**src/rtl/frame_update_ctrl_pkg.sv**
```systemverilog
// -----------------------------------------------------------------------------
// frame_update_ctrl_pkg
// Shared clocking constants and FSM state encoding for the frame update
// controller.
//   INPUT_CLOCK_SPEED       system clock frequency in Hz (clk_50)
//   REFRESH_RATE            display refresh rate in Hz
//   DEFAULT_TIMEOUT_CYCLES  clk_50 cycles in one refresh period
//   state_t                 IDLE -> PENDING -> RUN -> IDLE
// -----------------------------------------------------------------------------
package frame_update_ctrl_pkg;

    localparam int INPUT_CLOCK_SPEED      = 50_000_000;
    localparam int REFRESH_RATE           = 60;
    localparam int DEFAULT_TIMEOUT_CYCLES = INPUT_CLOCK_SPEED / REFRESH_RATE;

    typedef enum logic [1:0] {
        ST_IDLE    = 2'd0,
        ST_PENDING = 2'd1,
        ST_RUN     = 2'd2
    } state_t;

endpackage

```
**src/rtl/frame_update_ctrl_sat_counter.sv**
```systemverilog
// -----------------------------------------------------------------------------
// frame_update_ctrl_sat_counter
// Saturating up-counter with synchronous clear. When clr and inc arrive in
// the same cycle, the clear is applied first and the increment lands on top,
// so the result is 1.
//   clk_50  in   1      system clock
//   reset   in   1      asynchronous, active-high reset
//   inc     in   1      count one event (ignored at all-ones)
//   clr     in   1      synchronous clear
//   count   out  WIDTH  current count
// -----------------------------------------------------------------------------
module frame_update_ctrl_sat_counter #(
    parameter int WIDTH = 8
) (
    input  logic             clk_50,
    input  logic             reset,
    input  logic             inc,
    input  logic             clr,
    output logic [WIDTH-1:0] count
);

    // NOTE: sequential state uses non-blocking assignments so every register
    // samples pre-edge values, independent of block evaluation order.
    always_ff @(posedge clk_50 or posedge reset) begin
        if (reset) begin
            count <= '0;
        end else if (clr) begin
            count <= inc ? WIDTH'(1) : '0;
        end else if (inc && (count != '1)) begin
            count <= count + WIDTH'(1);
        end
    end

endmodule

```
**src/rtl/frame_update_ctrl.sv**
```systemverilog
// -----------------------------------------------------------------------------
// frame_update_ctrl
// Turns the one-cycle refresh tick into a frame-update handshake with the game
// logic, aligned to vertical blanking, and keeps debug counters.
//   clk_50        in   1            50 MHz system clock
//   reset         in   1            asynchronous, active-high reset
//   refresh_tick  in   1            one-cycle refresh pulse
//   vblank        in   1            high during vertical blank
//   update_done   in   1            one-cycle pulse: game update finished
//   clear_status  in   1            one-cycle pulse: clear missed_ticks/timeout_err
//   update_start  out  1            one-cycle pulse on the first RUN cycle
//   update_busy   out  1            high while PENDING or RUN
//   frame_count   out  FRAME_CNT_W  completed updates (wraps)
//   missed_ticks  out  MISS_CNT_W   ticks dropped while busy (saturates)
//   timeout_err   out  1            sticky: an update ran too long
// -----------------------------------------------------------------------------
module frame_update_ctrl
    import frame_update_ctrl_pkg::*;
#(
    parameter int FRAME_CNT_W    = 16,
    parameter int MISS_CNT_W     = 8,
    parameter int TIMEOUT_CYCLES = DEFAULT_TIMEOUT_CYCLES
) (
    input  logic                   clk_50,
    input  logic                   reset,
    input  logic                   refresh_tick,
    input  logic                   vblank,
    input  logic                   update_done,
    input  logic                   clear_status,
    output logic                   update_start,
    output logic                   update_busy,
    output logic [FRAME_CNT_W-1:0] frame_count,
    output logic [MISS_CNT_W-1:0]  missed_ticks,
    output logic                   timeout_err
);

    localparam int                TCNT_W    = $clog2(TIMEOUT_CYCLES);
    localparam logic [TCNT_W-1:0] TCNT_LAST = TCNT_W'(TIMEOUT_CYCLES - 1);

    state_t            state;
    logic [TCNT_W-1:0] tcnt;
    logic              in_run;
    logic              miss_inc;

    assign in_run      = (state == ST_RUN);
    assign update_busy = (state == ST_PENDING) || in_run;

    // A tick in RUN is only accepted when it coincides with update_done; it
    // then becomes the next PENDING request instead of a miss. At timeout
    // expiry done is low, so the tick is counted.
    assign miss_inc = refresh_tick && ((state == ST_PENDING) || (in_run && !update_done));

    always_ff @(posedge clk_50 or posedge reset) begin
        if (reset) begin
            state        <= ST_IDLE;
            update_start <= 1'b0;
            frame_count  <= '0;
            timeout_err  <= 1'b0;
            tcnt         <= '0;
        end else begin
            // NOTE: the default-low pulse and the clear are written first; a
            // later assignment in this block to the same register wins, which
            // is how the start pulse and a same-cycle timeout override them.
            update_start <= 1'b0;
            if (clear_status) begin
                timeout_err <= 1'b0;
            end

            case (state)
                ST_IDLE: begin
                    if (refresh_tick) begin
                        state <= ST_PENDING;
                    end
                end
                ST_PENDING: begin
                    if (vblank) begin
                        state        <= ST_RUN;
                        update_start <= 1'b1;
                        tcnt         <= '0;
                    end
                end
                ST_RUN: begin
                    if (update_done) begin
                        frame_count <= frame_count + FRAME_CNT_W'(1);
                        state       <= refresh_tick ? ST_PENDING : ST_IDLE;
                    end else if (tcnt == TCNT_LAST) begin
                        state       <= ST_IDLE;
                        timeout_err <= 1'b1;
                    end else begin
                        tcnt <= tcnt + TCNT_W'(1);
                    end
                end
                default: begin
                    state <= ST_IDLE;
                end
            endcase
        end
    end

    frame_update_ctrl_sat_counter #(
        .WIDTH (MISS_CNT_W)
    ) u_missed_cnt (
        .clk_50 (clk_50),
        .reset  (reset),
        .inc    (miss_inc),
        .clr    (clear_status),
        .count  (missed_ticks)
    );

endmodule

```
**config.mk**
```make
export PLATFORM = sky130hd
export DESIGN_NAME = frame_update_ctrl
export DESIGN_NICKNAME = d
export VERILOG_FILES = /design/src/rtl/frame_update_ctrl_pkg.sv /design/src/rtl/frame_update_ctrl_sat_counter.sv /design/src/rtl/frame_update_ctrl.sv
export SDC_FILE = /design/constraint.sdc
export NUM_CORES = 1
export LEC_CHECK = 0
export CORE_AREA = 4 4 72 74
export CTS_CLUSTER_DIAMETER = 40
export CTS_CLUSTER_SIZE = 14
export DETAILED_ROUTE_END_ITERATION = 8
export DIE_AREA = 0 0 76 78
export PLACE_DENSITY = 0.82
export REMOVE_ABC_BUFFERS = 1
export SYNTH_ARGS = -nofsm -noshare
export SYNTH_HDL_FRONTEND = slang
export SYNTH_SLANG_ARGS = --single-unit
```
**constraint.sdc**
```tcl
create_clock -name clk_50 -period 4.3 [get_ports clk_50]
set_input_delay 0.86 -clock clk_50 [delete_from_list [all_inputs] [get_ports clk_50]]
set_output_delay 0.86 -clock clk_50 [all_outputs]
set_load 0.05 [all_outputs]
```
# == Yosys cells after proc, flatten, opt, wreduce, memory -nomap -nowiden ==
# Index checks and enable logic that the tools add are counted.
# word_totals
mem_bits_rw,0
memories,0
latchBits,0
register_bits,48
input_bits,6
mem_bits_ro,0
out_inout_bits,27
wordCells,49
# op_classes
shift,0
eq_ne,9
n_mux,19
div_mod_pow,0
add_sub_neg,3
bitwise_logic,0
n_mul,0
reduce_logical,12
magnitude_cmp,0
# ops
operator,count
$mux 20,3
$pmux 20 s2,1
$add 20x1->20 const B,1
$eq 20x20->1 const B,1
$add 16x1->16 const B,1
$mux 8,2
$add 8x1->8 const B,1
$mux 1,8
$mux 2,4
$ne 2x2->1 const B,4
$ne 8x8->1 const B,1
$pmux 2 s3,1
$reduce_and 4->1,1
$reduce_bool 2->1,2
$logic_and 1x1->1,3
$ne 3x2->1 const B,1
$reduce_and 3->1,1
$eq 2x1->1 const B,1
$eq 2x2->1 const B,1
$logic_not 2->1,1
$logic_or 1x1->1,2
$reduce_and 2->1,1
$logic_not 1->1,1

# == Logic depth before layout (Yosys ltp) ==
# logic_depth
word_depth,7
mapped_depth,9
depth_no_buf,7

# == Cells and area by module ==
# From an unflattened synthesis, not the netlist that was laid out.
# unflattened
hier_cells,273
area_unflattened_um2,2596.2
# modules_own_cells
mod,cells_per_inst,seq_area_each_um2,n_inst,area_each_um2
frame_update_ctrl,226,1001.0,1,2145.8
frame_update_ctrl_sat_counter,47,200.2,1,450.4

# == Least setup slack after synthesis ==
# Ideal clock, no wire load.
# synth_timing
kind,input-to-reg
start,in update_done
end,reg tcnt[5]
path_buffers,2
arrival_time_ps,2154
slack_ps,2080
t_required_ps,4234
setup_time_ps,66
cell_stages,7
path_cell_list,and2_1 buf_2 or2_0 clkbuf_1 or4_1 nand2_1 a22o_1
# synth_between
elab_chain_cells,2
# synth_lines
item,line,source
start: declaration,frame_update_ctrl.sv:28,"input logic update_done,"
$ne 2x2->1 (no line),--,
$reduce_and 4->1 (no line),--,
end signal: assignment,frame_update_ctrl.sv:90,tcnt <= tcnt + TCNT_W'(1);
end: declaration,frame_update_ctrl.sv:41,logic [TCNT_W-1:0] tcnt;
# Every way passes these cells.
# A chain may end at the register's enable or synchronous reset.

# == Final worst setup path ==
# layout_timing
start,reg state[0]
end,out update_busy
# layout_between
elab_chain_cells,2
word_cells_on_any_way,3
cone_classes,eq/ne (2); reduce/logical (1)
# layout_lines
item,line,source
start: declaration,frame_update_ctrl.sv:40,state_t state;
start signal: assignment,frame_update_ctrl.sv:85,state <= refresh_tick ? ST_PENDING : ST_IDLE;
$eq 2x1->1 / $eq 2x2->1 (equally long branches),"frame_update_ctrl.sv:46, frame_update_ctrl.sv:45",
$logic_or 1x1->1 (*),frame_update_ctrl.sv:46,assign update_busy = (state == ST_PENDING) || in_run;
end: declaration,frame_update_ctrl.sv:31,"output logic update_busy,"
# Mark *: on every way between the ends. The rest lies on a longest branch, timed or not.

==> flow_summary.rst <==
.. list-table::
   :header-rows: 1

   * - Metric
     - Value
   * - Outcome
     - finished, final reports clean
   * - Critical path fanouts, max
     - 5
   * - Number of hold buffers added after CTS
     - 0
   * - Vias per cell
     - just over 6
   * - Core region area
     - between 0.004 and 0.005 mm²
   * - Post-CTS Repair Setup Buffers
     - 0
   * - Hold crit path type
     - reg -> reg
   * - Compound-cell area share of the yosys netlist
     - 0.119
   * - Areal power density over the cells
     - about 450 mW/mm²
   * - Average footprint of a synthesized cell
     - approximately 9.3 µm²
   * - Slew at the pin closest to its max-slew limit
     - 0.983 ns
   * - Synthesized-area fraction occupied by xor and xnor cells
     - 0.0677
   * - Flop2flop setup slack
     - about 1.6 ns
   * - Max_cap viols
     - 0
   * - Netlist cell types
     - 44
   * - CTS tree
     - done
   * - Overall track demand over capacity in global routing
     - 0.207
   * - Startpoint of the most critical register-to-register path
     - state[0]$_DFFE_PP0P_
   * - DRC violation count after routing
     - 0
   * - Number of synthesized register bits
     - 48
   * - Routed via count
     - 2200
   * - Setup violators final
     - 0
   * - Fraction of power consumed by sequential logic
     - 0.394
   * - Wire length after detailed routing
     - 5.83 mm
   * - Post-synthesis share of cell area spent on full adders, half adders and majority gates
     - 0.0435
   * - Share of total power consumed by net switching
     - 0.386
   * - Syn Inst Count
     - ~280
   * - Maximum count of clock buffers along a single path
     - 2
   * - Final-report hold violation count
     - 0
   * - Source-to-sink clock delay at the later pin of the worst-skew pair
     - 0.31 ns
   * - Critical path data arrival time
     - 1.90 ns
   * - Port bufs
     - 32
   * - Detailed Place HPWL
     - approximately 4 mm
   * - X dimension of the die
     - about 76 µm
   * - Depth of the worst register-to-register path
     - 8
   * - Layout fillers
     - 385
   * - Worst Skew
     - roughly 0.013 ns
   * - Worst hold path startpoint
     - frame_count[15]$_DFFE_PP0P_
   * - Setup TNS
     - 0 ns
   * - Number of clock sinks
     - 48
   * - Main combinational cell family by area after synthesis
     - simple AND/OR/NAND/NOR gates
   * - Antenna cell count
     - 0
   * - Endpoint of the lowest-slack register-to-register path
     - tcnt[5]$_DFFE_PP0P_
   * - Total CTS buffers
     - 5
   * - Critical Setup Path Class
     - reg -> out
   * - Final layout net count
     - between 300 and 400
   * - Height of the chip
     - a little under 80 µm
   * - Initial core utilization
     - 0.563
   * - Capturing element type of the critical path
     - output pin
   * - Die outline area
     - slightly below 0.006 mm²
   * - Mux contribution to synthesized area
     - 0.0208
   * - Net load switching power
     - approximately 540 µW
   * - Wire length of the first global-routing pass
     - 10.1 mm
   * - Number of flops mapped to enable cells by yosys
     - 0
   * - Post-Place Cell Area
     - roughly 0.003 mm²
   * - Clock group share of total power
     - 0.248
   * - Vias in the first global route
     - 2135
   * - Maximum number of pins on one net before global-route repair
     - 49
   * - Relative contribution of combinational cells to total power
     - 0.358
   * - Boundary pin count
     - 33
   * - Worst Path Required
     - roughly 3.4 ns
   * - Finished Cell Area
     - roughly 0.0031 mm²
   * - Worst Hold Path EP
     - frame_count[15]$_DFFE_PP0P_
   * - Final count of pins violating max slew
     - 0
   * - Worst Hold Path Cells
     - 1
   * - Largest vdd supply drop
     - 328 µV
   * - Final-layout worst hold slack
     - about 0.47 ns
   * - Number of gates given a new drive strength after cts
     - 0
   * - Portion of the post-synthesis area used by sequential elements
     - 0.464
   * - Startpoint type of the worst setup path
     - flip-flop
   * - Netlist area before placement
     - around 0.0026 mm²
   * - Library cell used as clock root buffer
     - clkbuf_8
   * - Tightest slew margin relative to the limit
     - 0.343
   * - H-Tree Depth
     - 2
   * - Utilization of the core after routing
     - 0.667
   * - Clock transition at path regs
     - 0.09 ns
   * - Fraction of final layout cells sized beyond drive strength 1
     - 0.0583
   * - Number of antenna violations at the first check in global routing
     - 0
   * - Prevailing post-synth register cell
     - dfrtp_1
   * - Area added between synthesis and finish
     - 18.5%
   * - Number of detailed-route iterations in the first pass
     - 4
   * - Antenna-violating nets left
     - 0
   * - Final cycle utilization of the critical path
     - 0.641
   * - Total gr overflow
     - 0
   * - Row Count
     - 25
   * - Placer congestion estimate
     - approximately 0.84
   * - Fraction of registers with async set/reset
     - 1.00
   * - Static Leak
     - 1.28 nW
   * - Area fraction in and, or, nand and nor cells after synthesis
     - 0.242
   * - Routed wirelength normalized by instance count
     - roughly 16 µm
   * - Cell-internal power
     - about 860 µW
   * - Maximum achievable frequency
     - approximately 0.36 GHz
   * - First DRT Iteration DRCs
     - 130
   * - Synth Warn #
     - 0
   * - Min Clock Period, post-route
     - between 2 and 3 ns
   * - Unrepaired setup endpoints after global routing
     - no
[final cells by class]
class	instances	area [µm²]	share of cell area
Clock buffer	6	82.6	0.0269
Inverter	17	63.8	0.0208
Tap cell	54	67.6	0.0220
Timing Repair Buffer	34	335	0.109
Sequential cell	48	1200	0.392
Clock inverter	2	38.8	0.0126
Multi-Input combinational cell	202	1280	0.417
[per-stage QoR]
step                cells  power (mW)  setup WS [ns]
finish                363        1.39           1.54
global route          363        1.47           1.34
CTS                   363        1.40           1.52
detailed placement    355        1.05           1.42
global placement      355        1.03           1.50
floorplan             267       0.893           1.87
[power groups by stage]
| stage | Combinational (mW) | Sequential, mW | Clock (mW) |
|---|---|---|---|
| finish | 0.499 | 0.549 | 0.346 |
| global route | 0.544 | 0.555 | 0.368 |
| CTS | 0.502 | 0.549 | 0.350 |
| detailed placement | 0.499 | 0.555 | 0 |
| global placement | 0.479 | 0.553 | 0 |
| floorplan | 0.253 | 0.640 | 0 |
[cell families after synthesis]
group                      Yosys count
buffers and inverters               28
muxes                                5
adders and majority gates            9
DFF                                 48
AOI/OAI and AO/OA                   49
xor gates and xnor gates            20
and+or+nand+nor                    119
[Yosys cell counts, types with 2 or more instances]
master	n	area, µm²
ha_1	9	113
and4_1	4	35.0
nand2_1	33	124
a22o_1	2	17.5
mux2i_1	2	20.0
o211ai_1	5	37.5
clkbuf_1	6	22.5
nand4_1	12	75.1
xor2_1	6	52.6
or4_1	4	30.0
and2_1	2	12.5
o311ai_0	2	17.5
or3_1	6	37.5
inv_1	17	63.8
nor2_1	18	67.6
nand3_1	19	95.1
dfrtp_1	48	1200
o31ai_1	4	30.0
nor4_1	2	12.5
nor3_1	9	45.0
o21ai_0	16	80.1
a31oi_1	2	12.5
buf_2	4	20.0
xnor2_1	14	123
a21oi_1	11	55.1
mux2_2	3	33.8
[worst max-delay path: stages, from the launching register on]
cell	delay [ns]
dfrtp_1	0.43
inv_1	0.09
ha_1	0.29
clkdlybuf4s50_1	0.79
[layout by cell type, fill, tap and decap left out, drive strengths merged, types with 2 or more instances in the layout]
cell,netlist,routed
nand4,12,12
o211ai,5,5
a22o,2,2
or4,4,4
dfrtp,48,48
nor2,18,18
buf,5,2
and4,4,4
mux2,3,3
nor3,9,9
a31oi,2,2
inv,17,17
a21oi,11,11
or3,6,6
ha,9,9
xnor2,14,14
o311ai,2,2
or2,2,2
xor2,6,6
nand2,33,33
mux2i,2,2
nand3,19,19
o31ai,4,4
clkbuf,6,6
o21ai,16,16
nor4,4,4
clkdlybuf4s50,0,32
and2,2,2
[routing by layer]
| metal | wire length [µm] | track usage | vias to the layer above |
|---|---|---|---|
| met5 | 0 | 0 | - |
| met4 | 69 | 0.0765 | 0 |
| met3 | 306 | 0.0452 | 5 |
| met2 | 2980 | 0.338 | 68 |
| met1 | 2480 | 0.269 | 1078 |
| li1 | - | - | 1049 |
[worst max-delay path by stage]
| stage | from | depth (start not counted) | slack [ns] | end |
|---|---|---|---|---|
| after floorplan | state[0]$_DFFE_PP0P_ | 7 | 1.87 | tcnt[5]$_DFFE_PP0P_ |
| after global placement | update_done | 6 | 1.50 | tcnt[5]$_DFFE_PP0P_ |
| after detailed placement | update_done | 6 | 1.42 | tcnt[5]$_DFFE_PP0P_ |
| after CTS | state[0]$_DFFE_PP0P_ | 3 | 1.52 | update_busy |
| after global routing | state[0]$_DFFE_PP0P_ | 7 | 1.34 | u_missed_cnt.count[5]$_DFFE_PP0P_ |
| final | state[0]$_DFFE_PP0P_ | 3 | 1.54 | update_busy |
[state kept, by name (all words and copies together), names as in the netlist]
name,count
state,2
timeout_err,1
update_start,1
tcnt,20
u_missed_cnt.count,8
frame_count,16
No activity file was read; power rests on OpenSTA's default activity.
